--- config.mk ---
export PLATFORM = sky130hd
export DESIGN_NAME = mlaccel_mem_arbiter
export DESIGN_NICKNAME = d
export VERILOG_FILES = /design/src/rtl/mlaccel_mem_arbiter.sv
export SDC_FILE = /design/constraint.sdc
export NUM_CORES = 1
export LEC_CHECK = 0
export CELL_PAD_IN_SITES_DETAIL_PLACEMENT = 0
export CELL_PAD_IN_SITES_GLOBAL_PLACEMENT = 1
export CORE_ASPECT_RATIO = 1.4
export CORE_MARGIN = 8
export CORE_UTILIZATION = 25
export DETAILED_ROUTE_END_ITERATION = 16
export PLACE_DENSITY_LB_ADDON = 0.1
export SLEW_MARGIN = 20
export SYNTH_ARGS = -nofsm -noshare
export SYNTH_HDL_FRONTEND = slang
export SYNTH_SLANG_ARGS = --single-unit
--- constraint.sdc ---
create_clock -name clock -period 3.5 [get_ports clock]
set_input_delay 0.35 -clock clock [delete_from_list [all_inputs] [get_ports clock]]
set_output_delay 0.35 -clock clock [all_outputs]
set_load 0.005 [all_outputs]
--- src/rtl/mlaccel_mem_arbiter.sv ---
// Arbitrates the shared 64-bit memory between compute, host and sequencer clients.
// Command is registered one cycle after grant; done/rvalid pulses follow at fixed RD_LAT.
module mlaccel_mem_arbiter #(
    parameter int RD_LAT     = 2,
    parameter int STARVE_MAX = 8
) (
    input  logic        clock,
    input  logic        reset,
    input  logic        c_ren,
    input  logic [7:0]  c_wen,
    input  logic [15:0] c_addr,
    input  logic [63:0] c_wdata,
    output logic        c_ready,
    output logic        c_rvalid,
    input  logic        h_valid,
    input  logic [1:0]  h_wen,
    input  logic [15:0] h_addr,
    input  logic [15:0] h_wdata,
    output logic        h_done,
    output logic [15:0] h_rdata,
    input  logic        s_valid,
    input  logic [15:0] s_addr,
    output logic        s_done,
    output logic [31:0] s_rdata,
    output logic [15:0] m_addr,
    output logic [7:0]  m_wen,
    output logic [63:0] m_wdata,
    input  logic [63:0] m_rdata
);
    localparam int WW = $clog2(STARVE_MAX + 1);

    typedef enum logic [1:0] {CL_NONE, CL_C, CL_H, CL_S} client_t;

    logic [WW-1:0] r_h_wait, r_s_wait;
    logic          r_h_busy, r_s_busy;
    client_t       r_pipe_id [RD_LAT];
    logic          r_pipe_rd [RD_LAT];

    client_t w_gnt;
    client_t w_tail_id;
    logic    w_tail_rd;
    logic    w_c_req, w_h_req, w_s_req;
    logic    w_h_starved, w_s_starved;
    logic    w_gnt_rd;

    assign w_tail_id = r_pipe_id[RD_LAT-1];
    assign w_tail_rd = r_pipe_rd[RD_LAT-1];

    // Busy drops in the done cycle so a held valid can be re-granted immediately.
    assign w_c_req = c_ren | (|c_wen);
    assign w_h_req = h_valid & ~(r_h_busy & (w_tail_id != CL_H));
    assign w_s_req = s_valid & ~(r_s_busy & (w_tail_id != CL_S));

    assign w_h_starved = (r_h_wait == WW'(STARVE_MAX));
    assign w_s_starved = (r_s_wait == WW'(STARVE_MAX));

    always_comb begin
        w_gnt = CL_NONE;
        if (!reset) begin
            if (w_h_req && w_h_starved)      w_gnt = CL_H;
            else if (w_s_req && w_s_starved) w_gnt = CL_S;
            else if (w_c_req)                w_gnt = CL_C;
            else if (w_h_req)                w_gnt = CL_H;
            else if (w_s_req)                w_gnt = CL_S;
        end
    end

    always_comb begin
        w_gnt_rd = 1'b0;
        case (w_gnt)
            CL_C:    w_gnt_rd = c_ren;
            CL_H:    w_gnt_rd = (h_wen == 2'b00);
            CL_S:    w_gnt_rd = 1'b1;
            default: w_gnt_rd = 1'b0;
        endcase
    end

    assign c_ready  = (w_gnt == CL_C) | ~w_c_req;
    assign c_rvalid = ~reset & (w_tail_id == CL_C) & w_tail_rd;
    assign h_done   = ~reset & (w_tail_id == CL_H);
    assign s_done   = ~reset & (w_tail_id == CL_S);
    assign h_rdata  = m_rdata[15:0];
    assign s_rdata  = m_rdata[31:0];

    always_ff @(posedge clock) begin
        if (reset) begin
            r_h_wait <= '0;
            r_s_wait <= '0;
            r_h_busy <= 1'b0;
            r_s_busy <= 1'b0;
            m_addr   <= '0;
            m_wen    <= '0;
            m_wdata  <= '0;
            for (int i = 0; i < RD_LAT; i++) begin
                r_pipe_id[i] <= CL_NONE;
                r_pipe_rd[i] <= 1'b0;
            end
        end else begin
            if (w_h_req && w_gnt != CL_H)
                r_h_wait <= w_h_starved ? r_h_wait : r_h_wait + 1'b1;
            else
                r_h_wait <= '0;
            if (w_s_req && w_gnt != CL_S)
                r_s_wait <= w_s_starved ? r_s_wait : r_s_wait + 1'b1;
            else
                r_s_wait <= '0;

            if (w_gnt == CL_H)           r_h_busy <= 1'b1;
            else if (w_tail_id == CL_H)  r_h_busy <= 1'b0;
            if (w_gnt == CL_S)           r_s_busy <= 1'b1;
            else if (w_tail_id == CL_S)  r_s_busy <= 1'b0;

            r_pipe_id[0] <= w_gnt;
            r_pipe_rd[0] <= w_gnt_rd;
            for (int i = 1; i < RD_LAT; i++) begin
                r_pipe_id[i] <= r_pipe_id[i-1];
                r_pipe_rd[i] <= r_pipe_rd[i-1];
            end

            m_wen <= '0;
            case (w_gnt)
                CL_C: begin
                    m_addr  <= c_addr;
                    m_wen   <= c_wen;
                    m_wdata <= c_wdata;
                end
                CL_H: begin
                    m_addr  <= h_addr;
                    m_wen   <= {6'b0, h_wen};
                    m_wdata <= {48'b0, h_wdata};
                end
                CL_S: m_addr <= s_addr;
                default: ;
            endcase
        end
    end
endmodule

Yosys cells after proc, flatten, opt, wreduce, memory -nomap -nowiden:

Memory sizes are Yosys's and may differ from the RTL's.
Index checks and enable logic that the tools add are counted.

* bits in registers: 98
* latch bits: 0
* bits in writable memories: 6
* ROM bits: 0
* bits of input ports: 207
* word-level logic and storage cells: 76
* memories kept: 2

Memory list
* r_pipe_id: depth 2, bits a word 2, read ports 2, clocked after memory_dff 0, wr ports 2, line 36 `client_t r_pipe_id [RD_LAT];`
* r_pipe_rd: depth 2, bits a word 1, read ports 2, clocked after memory_dff 0, wr ports 2, line 37 `logic r_pipe_rd [RD_LAT];`

* add/subtract/negate cells: 2
* multipliers: 0
* div/mod/pow operators: 0
* $lt $le $gt $ge: 0
* equal/unequal tests: 12
* shift-type cells: 0
* multiplexer cells: 21
* bitwise gates (word level): 20
* reduce and logical (&&, ||, !) cells: 12

Operators by type and width (count)
* $pmux 64 s2: 1
* $pmux 16 s3: 1
* $mux 2: 8
* $pmux 8 s2: 1
* $mux 1: 9
* $add 4x1->4 const B: 2
* $and 1x1->1: 8
* $eq 2x2->1 const B: 4
* $eq 4x4->1 const B: 2
* $ne 2x2->1 const B: 4
* $reduce_or 8->1: 1
* $not 1->1: 6
* $or 1x1->1: 6
* $reduce_bool 2->1: 3
* $eq 2x1->1 const B: 2
* $logic_and 1x1->1: 4
* $reduce_or 2->1: 2
* $pmux 1 s3: 1
* $reduce_bool 3->1: 1
* $logic_not 2->1: 1

Depth between registers and ports, before layout:

* depth in word-level cells: 14
* depth in mapped cells: 12
* mapped depth without buffers: 9

Least setup slack after synthesis:

Ideal clock, no wire load.

* path kind: reg-to-reg
* from: register r_s_wait[0]
* to: register m_wdata[16]
* library setup time: 128 ps
* arrival: 2252 ps
* setup slack: 1120 ps
* cell stages (with the launch flop): 13
* clock period less this slack: 2380 ps
* path through: dfxtp_1 > inv_1 > ha_1 > nand3b_1 > a31oi_1 > o21ai_0 > ha_1 > buf_2 > nor2b_1 > buf_4 > buf_4 > a21oi_1 > nor2_1

* cells in the longest elaborated chain, start to end: 7

RTL lines
* start, declared: line 34 `logic [WW-1:0] r_h_wait, r_s_wait;`
* start signal, assigned: line 104 `r_s_wait <= w_s_starved ? r_s_wait : r_s_wait + 1'b1;`
* $eq 4x4->1 (*): line 55 `assign w_s_starved = (r_s_wait == WW'(STARVE_MAX));`
* $logic_and 1x1->1 (*): line 61 `else if (w_s_req && w_s_starved) w_gnt = CL_S;`
* $mux 2 (*): line 61
* $mux 2 (*): line 60 `if (w_h_req && w_h_starved) w_gnt = CL_H;`
* $mux 2 (*): line 59 `if (!reset) begin`
* $eq 2x2->1 / $eq 2x1->1 (equally long branches): line 121 `case (w_gnt)`
* $pmux 64 s2 / $reduce_bool 2->1 (equally long branches)
* end signal, assigned: line 125 `m_wdata <= c_wdata;`
* end signal, assigned: line 130 `m_wdata <= {48'b0, h_wdata};`
* end, declared: line 27 `output logic [63:0] m_wdata,`

Mark *: on every way between the ends. The rest lies on a longest branch, timed or not.
A chain may end at the register's enable or synchronous reset.

Worst setup path after layout:

* from: register r_s_wait[0]
* to: output c_ready

* cells in the longest elaborated chain, start to end: 7

RTL lines
* $eq 4x4->1: line 55
* $logic_and 1x1->1: line 61
* $mux 2: line 61
* $mux 2: line 60
* $mux 2: line 59
* $eq 2x1->1: line 78 `assign c_ready = (w_gnt == CL_C) | ~w_c_req;`
* $or 1x1->1: line 78
* end, declared: line 13 `output logic c_ready,`

Every way passes these cells.

==> summary.txt <==
Die
  – Die area: 23,300 um^2
  – Count of standard-cell rows: 59
  – Vertical die dimension: 178 um
  – CORE AREA: 18,500 um^2
  – Starting utilization of the core area: 25.3%
  – Total I/O pin count: 347
  – X dimension of the die: 131 um

Critical path
  – Endpoint kind of the worst setup timing path: output pin
  – Crit Path Max Fanout: 6
  – Crit path launch type: flop
  – Worst setup path category: flop to output pin
  – Arrival time at the worst endpoint: 2.67 ns
  – Required time at the worst-slack endpoint: 3.15 ns

Final layout
  – Final net count: 918
  – Count of non-filler cells in the finished layout: around 950
  – Diodes inserted: 0
  – Share of post-route cells with drive strength above 1: 4.81%
  – Leading cell type in the layout, fill and taps excluded: sky130_fd_sc_hd__clkdlybuf4s50_1
  – Total of fill cells in the finished design: 1,922
  – Synthesis-to-finish area growth: 54.2%
  – Most frequent cells in the layout: 233 x sky130_fd_sc_hd__clkdlybuf4s50_1, 104 x sky130_fd_sc_hd__dfxtp_1, 81 x sky130_fd_sc_hd__nor2_1
  – Cell area after layout: 7190 um^2
  – Utilization after layout: 39.0%

Synthesis
  – Sequential share of the synthesized area: between 40% and 50%
  – Post-synthesis instance area: 4660 um^2
  – Synth Instances: 529
  – Number of library cell types mapped by synthesis: 37
  – Flops & latches, synth: approximately 100
  – Fraction of registers with async set or reset after synthesis: 0%
  – Avg Inst Size Synth: approximately 9 um^2
  – Net count after synthesis: 745
  – Most frequently used flop master after synthesis: sky130_fd_sc_hd__dfxtp_1
  – Ys Warns: 0
  – Count of flip-flops with a built-in enable after synthesis: 0

Drt
  – Remaining DRCs: 0
  – Routed via count divided by cell count: 4.36
  – Pre-Repair DR Iteration Count: 4
  – Wire length after detailed routing: 15,700 um
  – Via Count: 4,151
  – Per-cell routed wire length: 16.5 um
  – Iter 0 DRT Violations: 147
  – Residual antenna-violating net count after detailed routing: 0

Timing
  – Headroom to the max-slew limit: 30.9%
  – Fin Setup TNS: 0 ns
  – Count of final setup violators: 0
  – Unrepaired setup endpoints after global routing: no
  – Maximum achievable frequency: 331 MHz
  – Tightest Pin Transition: 1.04 ns
  – Worst clock skew: 0.00861 ns
  – Slew Limit Fails: 0
  – Minimum setup slack in the final design: 0.480 ns
  – Min Clock Period, post-route: 3.02 ns
  – WHS: about 0.4 ns
  – Final period util: 86.3%
  – Total count of hold-check failures in the final report: 0

Global route
  – Largest net degree at the start of global routing: 95
  – Grt total ovfl: 0
  – GRT Resource Usage Total: 13.2%
  – Via count of the first global-routing pass: 4,334
  – Antenna violations before repair: 0
  – Global-route wire length before repair: 24,800 um

Pwr
  – Maximum vdd drop: 0.000163 V
  – Cell area power density: 381 nW/um^2
  – Combinational share of power: 17.6%
  – Power dissipated by switching net loads: about 0.66 mW
  – Cell-internal power: around 2.1 mW
  – Cell leakage power: 2.71 nW
  – Register share of total power: 46.7%
  – Share of total power consumed by net switching: 24.0%
  – Clk pwr share: ~36%
  – Power, Total: 2.74 mW

CTS
  – Total CTS buffers: 9
  – Number of setup buffers added after CTS: 0
  – Maximum buffer depth of the clock tree: 2
  – Number of H-tree branching levels: 3
  – Worst skew pair latency: 0.35 ns
  – Sink Count: roughly 100
  – Cells resized by post-CTS repair: 0
  – # hold bufs at CTS: 0
  – Reg clk slew, reported paths: around 0.070 ns
  – Root buffer selected by CTS: sky130_fd_sc_hd__clkbuf_16
  – Clock tree from TritonCTS: yes

Placed design
  – Dpl cells: 935
  – Placer Congestion: 0.735
  – Detail Placement HPWL: about 12,000 um
  – Placed cell area: between 6000 and 7000 um^2
  – Worst slack, placed: 0.206 ns
  – PortBufs: ~230

Flow run
  – Total of max-cap violations: 0

Run status
  – Result of the run: finished, final reports clean

Worst hold path
  – Hold/Removal Path Class: primary input to flop
-- power groups by stage --
| stage | combinational, mW | sequential [mW] | clock [mW] |
|---|---|---|---|
| after floorplan | 0.195 | 1.31 | 0 |
| after global placement | 0.480 | 1.30 | 0 |
| after detailed placement | 0.488 | 1.31 | 0 |
| after CTS | 0.491 | 1.28 | 1.02 |
| after global routing | 0.526 | 1.29 | 1.08 |
| final | 0.481 | 1.28 | 0.980 |
-- cell usage after synthesis (all sizes together) (4+ instances only) --
master | count | share of area (%)
inv | 20 | 1.6
nand2b | 4 | 0.86
buf | 64 | 9.8
clkbuf | 18 | 1.4
xor2 | 4 | 0.75
ha | 9 | 2.4
nor2 | 82 | 6.7
a22oi | 18 | 2.9
a221oi | 17 | 3.2
a211oi | 16 | 2.6
nand2 | 4 | 0.32
nor2b | 53 | 7.1
and2 | 6 | 0.81
a21oi | 68 | 7.3
mux2i | 16 | 3.4
dfxtp | 104 | 45
-- cell families after synthesis --
| logic type | after synthesis | share of synthesized area (%) |
|---|---|---|
| fa+ha+maj | 9 | 2.42 |
| flops | 104 | 44.7 |
| buf+inv | 102 | 12.8 |
| mux | 16 | 3.44 |
| simple gates | 162 | 17.7 |
| compound gates | 130 | 17.8 |
| xor+xnor | 6 | 1.13 |
-- path summary, 6_finish.rpt --
path / start / end / slack, ns / depth (start not counted)
max: r_s_wait[0] / c_ready / 0.48 / 8
min: reset / r_pipe_id[0][0] / 0.40 / 3
max reg2reg: r_s_wait[0] / m_wdata[5] / 0.65 / 9
min reg2reg: r_pipe_id[0][0] / r_pipe_id[0][2] / 0.44 / 1
-- registers in the layout, summed over array words and instances, names as in the netlist --
register,flops
r_h_busy,1
r_s_wait,4
r_pipe_rd,2
r_h_wait,4
m_addr,16
m_wdata,64
r_pipe_id,4
m_wen,8
r_s_busy,1
-- per-layer routing --
metal / vias up / routed length [um] / share of wire, % / global-route usage, %
met5: - / 0 / 0 / 0
met4: 0 / 142 / 0.90 / 3.89
met3: 11 / 1450 / 9.2 / 5.98
met2: 177 / 7830 / 50 / 22.7
met1: 1884 / 6280 / 40 / 14.5
li1: 2079 / - / - / -
-- worst max-delay path: stages (launching register included) --
cell and delay (ns):
sky130_fd_sc_hd__dfxtp_1 0.40, sky130_fd_sc_hd__inv_1 0.06, sky130_fd_sc_hd__ha_1 0.19, sky130_fd_sc_hd__nand3b_1 0.23, sky130_fd_sc_hd__o22ai_1 0.18, sky130_fd_sc_hd__o21bai_1 0.30
sky130_fd_sc_hd__ha_1 0.30, sky130_fd_sc_hd__nand2b_1 0.13, sky130_fd_sc_hd__clkdlybuf4s50_1 0.54
-- cell type report --
type | count | area (um^2) | share of cell area [%]
Tap cell | 244 | 305 | 4.25
Timing Repair Buffer | 244 | 2450 | 34.0
Inverter | 20 | 75.1 | 1.04
Clock inverter | 4 | 28.8 | 0.400
Multi-Input combinational cell | 323 | 1990 | 27.7
Sequential cell | 104 | 2080 | 29.0
Clock buffer | 12 | 256 | 3.57
Power figures use the tool's default switching activity.
